<file path="src/rtl/noc_pkg.sv">
// Shared flit layout and framer state encoding for the NoC input receiver.
package noc_pkg;

  localparam int FLIT_DATA_W   = 32;
  // Control bits sit above the payload: {tail, head, data}.
  localparam int FLIT_CTRL_W   = 2;
  localparam int FLIT_HEAD_OFS = 0;
  localparam int FLIT_TAIL_OFS = 1;

  typedef enum logic {
    ST_IDLE = 1'b0,
    ST_BODY = 1'b1
  } framer_state_t;

endpackage

</file>
<file path="src/rtl/flit_fifo.sv">
// Circular flit buffer with a show-ahead head entry; empty reads return zero.
module flit_fifo #(
  parameter int WIDTH = noc_pkg::FLIT_DATA_W + noc_pkg::FLIT_CTRL_W,
  parameter int DEPTH = 4
) (
  input  logic                   clk,
  input  logic                   reset,
  input  logic                   push,
  input  logic [WIDTH-1:0]       wdata,
  input  logic                   pop,
  output logic [WIDTH-1:0]       rdata,
  output logic                   full,
  output logic                   empty,
  output logic [$clog2(DEPTH):0] count
);

  localparam int PTR_W = $clog2(DEPTH);

  logic [PTR_W-1:0] wr_ptr_reg;
  logic [PTR_W-1:0] rd_ptr_reg;
  logic [PTR_W:0]   count_reg;
  logic [WIDTH-1:0] mem [DEPTH];
  logic             do_push;
  logic             do_pop;

  assign full    = (count_reg == (PTR_W+1)'(DEPTH));
  assign empty   = (count_reg == '0);
  assign count   = count_reg;
  assign do_push = push && !full;
  assign do_pop  = pop && !empty;

  // Masking keeps the data outputs at zero whenever nothing is stored.
  assign rdata = empty ? '0 : mem[rd_ptr_reg];

  always_ff @(posedge clk) begin
    if (do_push) begin
      mem[wr_ptr_reg] <= wdata;
    end
  end

  always_ff @(posedge clk or negedge reset) begin
    if (!reset) begin
      wr_ptr_reg <= '0;
      rd_ptr_reg <= '0;
      count_reg  <= '0;
    end else begin
      if (do_push) begin
        wr_ptr_reg <= wr_ptr_reg + 1'b1;
      end
      if (do_pop) begin
        rd_ptr_reg <= rd_ptr_reg + 1'b1;
      end
      if (do_push && !do_pop) begin
        count_reg <= count_reg + 1'b1;
      end else if (do_pop && !do_push) begin
        count_reg <= count_reg - 1'b1;
      end
    end
  end

endmodule

</file>
<file path="src/rtl/flit_receiver.sv">
// NoC input port: packet framer that drops orphan flits, feeding a flit FIFO,
// with packet and framing-error counters.
module flit_receiver
  import noc_pkg::*;
#(
  parameter int DATA_W = FLIT_DATA_W,
  parameter int DEPTH  = 4
) (
  input  logic                   clk,
  input  logic                   reset,
  input  logic [DATA_W-1:0]      in_data,
  input  logic                   in_valid,
  output logic                   in_ready,
  input  logic                   in_head,
  input  logic                   in_tail,
  output logic [DATA_W-1:0]      out_data,
  output logic                   out_valid,
  input  logic                   out_ready,
  output logic                   out_head,
  output logic                   out_tail,
  output logic [$clog2(DEPTH):0] occupancy,
  output logic                   in_packet,
  output logic                   frame_err,
  output logic [15:0]            pkt_count,
  output logic [7:0]             err_count
);

  localparam int FW = DATA_W + FLIT_CTRL_W;

  framer_state_t state_reg;
  framer_state_t state_next;
  logic          ready_en_reg;
  logic          frame_err_reg;
  logic [15:0]   pkt_count_reg;
  logic [7:0]    err_count_reg;
  logic          accept;
  logic          pop;
  logic          write_en;
  logic          err_event;
  logic          fifo_full;
  logic          fifo_empty;
  logic [FW-1:0] wdata;
  logic [FW-1:0] rdata;

  // ready_en holds in_ready low until the first edge after reset release.
  assign in_ready  = ready_en_reg && !fifo_full;
  assign out_valid = !fifo_empty;
  assign accept    = in_valid && in_ready;
  assign pop       = out_valid && out_ready;
  assign in_packet = (state_reg == ST_BODY);
  assign frame_err = frame_err_reg;
  assign pkt_count = pkt_count_reg;
  assign err_count = err_count_reg;

  always_comb begin
    wdata                          = '0;
    wdata[DATA_W-1:0]              = in_data;
    wdata[DATA_W + FLIT_HEAD_OFS]  = in_head;
    wdata[DATA_W + FLIT_TAIL_OFS]  = in_tail;
  end

  assign out_data = rdata[DATA_W-1:0];
  assign out_head = rdata[DATA_W + FLIT_HEAD_OFS];
  assign out_tail = rdata[DATA_W + FLIT_TAIL_OFS];

  always_comb begin
    state_next = state_reg;
    write_en   = 1'b0;
    err_event  = 1'b0;
    case (state_reg)
      ST_IDLE: begin
        if (accept) begin
          if (in_head) begin
            write_en = 1'b1;
            if (!in_tail) begin
              state_next = ST_BODY;
            end
          end else begin
            err_event = 1'b1;
          end
        end
      end
      ST_BODY: begin
        if (accept) begin
          // A head here restarts the packet; the unterminated one is flagged.
          write_en  = 1'b1;
          err_event = in_head;
          if (in_tail) begin
            state_next = ST_IDLE;
          end
        end
      end
      default: state_next = ST_IDLE;
    endcase
  end

  always_ff @(posedge clk or negedge reset) begin
    if (!reset) begin
      state_reg     <= ST_IDLE;
      ready_en_reg  <= 1'b0;
      frame_err_reg <= 1'b0;
      pkt_count_reg <= '0;
      err_count_reg <= '0;
    end else begin
      state_reg     <= state_next;
      ready_en_reg  <= 1'b1;
      frame_err_reg <= err_event;
      if (write_en && in_tail) begin
        pkt_count_reg <= pkt_count_reg + 16'd1;
      end
      if (err_event && (err_count_reg != 8'hFF)) begin
        err_count_reg <= err_count_reg + 8'd1;
      end
    end
  end

  flit_fifo #(
    .WIDTH (FW),
    .DEPTH (DEPTH)
  ) u_fifo (
    .clk   (clk),
    .reset (reset),
    .push  (write_en),
    .wdata (wdata),
    .pop   (pop),
    .rdata (rdata),
    .full  (fifo_full),
    .empty (fifo_empty),
    .count (occupancy)
  );

endmodule

</file>
<file path="config.mk">
export PLATFORM = sky130hd
export DESIGN_NAME = flit_receiver
export DESIGN_NICKNAME = d
export VERILOG_FILES = /design/src/rtl/noc_pkg.sv /design/src/rtl/flit_fifo.sv /design/src/rtl/flit_receiver.sv
export SDC_FILE = /design/constraint.sdc
export NUM_CORES = 1
export LEC_CHECK = 0
export ABC_AREA = 1
export CAP_MARGIN = 30
export CORE_ASPECT_RATIO = 1.75
export CORE_MARGIN = 2
export CORE_UTILIZATION = 54
export CTS_CLUSTER_DIAMETER = 60
export DETAILED_ROUTE_END_ITERATION = 8
export PLACE_DENSITY = 0.84
export SLEW_MARGIN = 10
export SYNTH_ARGS = -nofsm -noshare
export SYNTH_HDL_FRONTEND = slang
export SYNTH_HIERARCHICAL = 1
export SYNTH_SLANG_ARGS = --single-unit
</file>
<file path="constraint.sdc">
create_clock -name clk -period 4 [get_ports clk]
set_input_delay 0.8 -clock clk [delete_from_list [all_inputs] [get_ports clk]]
set_output_delay 0.8 -clock clk [all_outputs]
set_load 0.02 [all_outputs]
</file>
# Word level (Yosys, flattened, before mapping)
# Memories as Yosys holds them, arrays and structs flattened.
# Cells that the tools add are included.
# Widths: inputs -> output; s select.
dict set report classes {
  addsub 6
  multipliers 0
  div_mod_pow 0
  order_cmp 0
  eq_ne 2
  shifts 0
  muxes 18
  n_bitwise 1
  reduce_logical 15
}
# op count
set op_table {}
lappend op_table {{$mux 34} 1}
lappend op_table {{$add 16x1->16 const B} 1}
lappend op_table {{$mux 1} 12}
lappend op_table {{$logic_and 1x1->1} 9}
lappend op_table {{$add 8x1->8 const B} 1}
lappend op_table {{$ne 8x8->1 const B} 1}
lappend op_table {{$mux 3} 2}
lappend op_table {{$pmux 1 s2} 3}
lappend op_table {{$add 2x1->2 const B} 2}
lappend op_table {{$logic_not 1->1} 4}
lappend op_table {{$add 3x1->3 const B} 1}
lappend op_table {{$eq 3x3->1 const B} 1}
lappend op_table {{$logic_not 3->1} 1}
lappend op_table {{$sub 3x1->3 const B} 1}
lappend op_table {{$reduce_bool 2->1} 1}
lappend op_table {{$not 1->1} 1}
dict set report totals {
  reg_bits 34
  latch_bits 0
  ramBits 136
  rom_bits 0
  in_bits 38
  out_inout_bits 65
  elab_cells 51
  memories 1
}
# name depth width read_ports rd_clocked_by_memory_dff wr line
set mem_list {}
lappend mem_list {u_fifo.mem 4 34 1 0 1 flit_fifo.sv:22} ;# logic [WIDTH-1:0] mem [DEPTH];

# Logic depth before layout (Yosys ltp)
dict set report logic_depth {
  word_depth 11
  depth_mapped 16
}

# Cells and area by module
# The synthesis kept the hierarchy.
# mod n_inst cells_per_inst area_each_um2 seq_area_each_um2
set by_module_without_submodules {}
lappend by_module_without_submodules {flit_fifo 1 594 6208.5 4259.1}
lappend by_module_without_submodules {flit_receiver 1 187 1495.2 675.6}

# Worst setup path before layout
# No wires, ideal clock.
dict set report synth_path {
  kind {register to register}
  startpoint {register u_fifo.count_reg[0], in the netlist u_fifo/count[0]}
  endpoint {memory u_fifo/mem[0][0] (netlist bit) (enable)}
  setup_ns 0.425
  arrival_time_ns 2.739
  t_required_ns 3.575
  slack_ns 0.835
  stages_incl_launch_ff 9
  n_path_buf 0
  synth_period_minus_slack_ns 3.165
  path_cell_list {dfrtp_1 > inv_1 > nand3_1 > inv_1 > inv_1 > nand3_2 > nor2_4 > nand2_1 > nor2_1}
}
dict set report synth_between {
  elab_chain_len 9
  elab_cells_between_ends 10
  cone_classes {eq/ne (1); mux (5); reduce/logical (4)}
}
# element line
set synth_rtl {}
lappend synth_rtl {{start: declaration} flit_fifo.sv:21} ;# logic [PTR_W:0] count_reg;
lappend synth_rtl {{start signal: assignment} flit_fifo.sv:54} ;# count_reg <= count_reg + 1'b1;
lappend synth_rtl {{start signal: assignment} flit_fifo.sv:56} ;# count_reg <= count_reg - 1'b1;
lappend synth_rtl {{$eq 3x3->1 *} flit_fifo.sv:26} ;# assign full = (count_reg == (PTR_W+1)'(DEPTH));
lappend synth_rtl {{via fifo_full} flit_receiver.sv:40} ;# logic fifo_full;
lappend synth_rtl {{$logic_not 1->1 *} flit_receiver.sv:46} ;# assign in_ready = ready_en_reg && !fifo_full;
lappend synth_rtl {{$logic_and 1x1->1 *} flit_receiver.sv:46}
lappend synth_rtl {{$logic_and 1x1->1 *} flit_receiver.sv:48} ;# assign accept = in_valid && in_ready;
lappend synth_rtl {{$mux 1 (on tied branches)} {flit_receiver.sv:84, flit_receiver.sv:72}}
lappend synth_rtl {{$pmux 1 s2 *} flit_receiver.sv:70} ;# case (state_reg)
lappend synth_rtl {{via write_en} flit_receiver.sv:38} ;# logic write_en;
lappend synth_rtl {{$logic_and 1x1->1 *} flit_fifo.sv:29} ;# assign do_push = push && !full;
lappend synth_rtl {{$mux 1 *} flit_fifo.sv:36} ;# if (do_push) begin
lappend synth_rtl {{$mux 1 (implied by the code) *} flit_fifo.sv:37} ;# mem[wr_ptr_reg] <= wdata;
lappend synth_rtl {{end: declaration} flit_fifo.sv:22}
# The timed path passes the listed nets; every way through them passes the cells marked *.

# Worst setup path in the final report
dict set report layout_path {
  startpoint {register u_fifo.rd_ptr_reg[0]}
  endpoint {output port out_data[24]}
}
dict set report layout_between {
  elab_chain_len 2
}
# element line
set layout_rtl {}
lappend layout_rtl {{start: declaration} flit_fifo.sv:20} ;# logic [PTR_W-1:0] rd_ptr_reg;
lappend layout_rtl {{start signal: assignment} flit_fifo.sv:51} ;# rd_ptr_reg <= rd_ptr_reg + 1'b1;
lappend layout_rtl {{$mem_v2 4x34} -}
lappend layout_rtl {{$mux 34} flit_fifo.sv:33} ;# assign rdata = empty ? '0 : mem[rd_ptr_reg];
lappend layout_rtl {{end: declaration} flit_receiver.sv:16} ;# output logic [DATA_W-1:0] out_data,
# Every way passes these cells.

==> metrics <==
run status completed; overall power consumption 6390 uW; max-slew violations 0; accumulated negative setup slack 0 ps; via density per instance 5.11; Netlist Area Pre-Place 7700 sq um; worst slew slack as a fraction of its limit 48.2%; synthesized net count 827; Detailed Route WL 16500 microns; Total Nets Final 932; distinct cell type count after synthesis 29; number of post-CTS setup repair buffers 0; sequential-to-total area share from yosys stat 64.1%; Peak supply drop 492 uV; Worst path slowest cell clkdlybuf4s50_1; Avg WL per Cell 15.4 microns; startpoint kind of the worst setup timing path register; Antenna Violating Nets Remaining 0; main combinational cell family by area after synthesis simple AND/OR/NAND/NOR gates; post-synthesis compound-gate area fraction 2.66%; Internal Dissipation 4100 uW; setup repair after global routing missed its margin no; Final min period 3350 ps; Switching Share 35.9%; proportion of power drawn by the clock network 27.2%; total count of hold-check failures in the final report 0; number of buffers and inverters on the critical path 3; ratio of total power to cell area 670 nW/um^2; max-cap violations 0; die area 15300 sq um; Crit path largest cell delay 590 ps; xor-xnor portion of the synthesized cell area 1.82%; number of setup violations in the final report 0; combinational fraction of design power 38.7%; area added between synthesis and finish 24.0%; CP max FO 50; Arrival @ worst endpoint 2550 ps; fraction of registers with async set or reset after synthesis 20.0%; Yosys Warn Count 6; core area 13900 sq um; commonest non-fill, non-tap cell in the layout nand2_1; EDFF count, synth 136; Final Cycle Share 83.9%; gr ovfl total 0; CTS root buffer clkbuf_16; pin slew with the least headroom to its limit 775 ps; utilization of the core after routing 68.7%; clock input transition at the sequential cells of the worst setup and hold paths 60 ps; proportion of power drawn by flip-flops and latches 34.0%; Skew-Pair Late Insertion Delay 420 ps; # fillers 995; CP required 3200 ps; average instance area after synthesis 9.86 sq um; Chip Height 162 microns; Gate Count Post-Synth 781; maximum number of pins on one net before global-route repair 71; diodes inserted 0; P_leak 0.00421 uW; maximum count of clock buffers along a single path 2; Largest register FFs 136; via count of the first global-routing pass 5546; fraction of final layout cells with drive strength greater than 1 7.23%; type of the worst setup path register to output pin; final weighted congestion in routability-driven placement 0.846; DRT iter0 DRCs 366; maximum clock skew at final layout 7.07 ps; area share of fa/ha/maj cells after synthesis 1.40%; placed cell area 8910 sq um; H-Tree Depth 4; commonest non-fill, non-tap cells in the layout nand2_1, inv_1, edfxtp_1; multiplexer fraction of the synthesized cell area 0%; Initial Utilization 55.4%; type of the most critical hold path register to register; number of vias after detailed routing 5495; share of synthesized cell area in and, or, nand and nor gates 19.6%; Die W 94.3 microns; highest clock rate 0.298 GHz; clock sink count 170; Final Cell Area 9550 sq um; cell family with most CP delay buffers and inverters; remaining routing DRC violations 0; hold_buf cts 0; initial antenna violation count 0; CTS tree built; sort of element at the end of the critical path output pin; post_cts resized 0; 1st-pass router iterations 5; half-perimeter wire length after placement 10400 microns; all-layer global routing usage 22.8%; wire length of the first global-routing pass 26600 microns; CTS Buf Count 17; cell-by-cell listing of the critical path inv_2 > buf_4 > nand2_1 > nand3_1 > a21oi_1 > clkdlybuf4s50_1; Placement Rows 57; flop and latch count out of synthesis 170; I/O pin count 103; most frequently used flop master after synthesis edfxtp_1; count of port buffers added during placement 102; Switch Pwr 2290 uW
==> metrics by stage <==
step	setup slack, ps	std cells	hold slack [ps]
6_report	646	1076	496
2_1_floorplan	835	781	492
4_1_cts	645	1076	502
3_3_place_gp	898	1044	476
3_5_place_dp	836	1044	482
5_1_grt	510	1076	522
==> final cells by class <==
cell class	count	area, sq um	area share [%]
flip-flops and latches	170	4940	51.7
multi-input cells	411	1990	20.9
repair buffers	112	1110	11.6
inverters	174	653	6.84
clock buffers	17	425	4.45
well taps	177	221	2.32
clock inverters	15	210	2.20
==> power by group through the flow <==
stage	Clock, uW	Sequential (uW)	Combinational [uW]
2_1_floorplan	0	2250	1450
3_3_place_gp	0	2210	2430
3_5_place_dp	0	2210	2470
4_1_cts	1760	2180	2500
5_1_grt	1840	2190	2690
6_report	1740	2180	2480
==> worst register-to-register path, cell delays in order, from the launching register on <==
cell and delay (ps):
dfrtp_1 430, inv_1 80, nand3_1 170, inv_1 60
inv_1 80, nand3_2 150, nor2_4 180, nand2_1 310
inv_1 160, ha_1 180, inv_1 70, fa_1 380
nand2_1 100, nand3_1 70, nand2_1 60, nand2_1 50
==> logic make-up after synthesis <==
group,Yosys count
adders and majority gates,8
buffers and inverters,200
AOI/OAI and AO/OA,41
and+or+nand+nor,345
other,1
xor gates and xnor gates,16
DFF,170
==> worst paths after layout <==
| kind | startpoint | end | slack, ps | depth (start not counted) |
|---|---|---|---|---|
| worst min register to register | pkt_count[15]$_DFFE_PN0P_ | pkt_count[15]$_DFFE_PN0P_ | 500 | 2 |
| worst min-delay path | pkt_count[15]$_DFFE_PN0P_ | pkt_count[15]$_DFFE_PN0P_ | 500 | 2 |
| max in group asynchronous | reset | u_fifo/rd_ptr_reg[1]$_DFFE_PN0P_ | 2590 | 2 |
| worst max register to register | u_fifo/count[0]$_DFFE_PN0P_ | u_fifo/count[2]$_DFFE_PN0P_ | 1370 | 15 |
| worst max-delay path | u_fifo/rd_ptr_reg[0]$_DFFE_PN0P_ | out_data[24] | 650 | 6 |
| min in group asynchronous | reset | pkt_count[11]$_DFFE_PN0P_ | 690 | 1 |
==> cell usage after synthesis (2+ instances only) <==
cell / count / area, sq um
o21ai_0: 4 / 20.0
xnor2_1: 9 / 78.8
nor2_1: 18 / 67.6
o21ai_1: 2 / 10.0
dfrtp_1: 34 / 851
nand3_2: 2 / 20.0
nor3_1: 3 / 15.0
inv_1: 168 / 631
ha_1: 7 / 87.6
nand4_1: 7 / 43.8
edfxtp_1: 136 / 4080
nor2_4: 3 / 33.8
inv_2: 6 / 22.5
clkbuf_1: 6 / 22.5
buf_6: 3 / 33.8
buf_4: 4 / 30.0
nand2_4: 3 / 33.8
nand2_1: 221 / 830
a21oi_1: 35 / 175
nand3b_1: 2 / 15.0
buf_2: 13 / 65.1
nand3_1: 82 / 410
xor2_1: 7 / 61.3
==> per-layer routing <==
metal / vias to the layer above / global-route usage (%) / part of all wire, %
met5: - / 0 / 0
met4: 0 / 6.39 / 1.0
met3: 14 / 5.06 / 5.2
met2: 161 / 42.5 / 56
met1: 2655 / 25.6 / 38
li1: 2665 / - / -
Power figures use the tool's default switching activity.
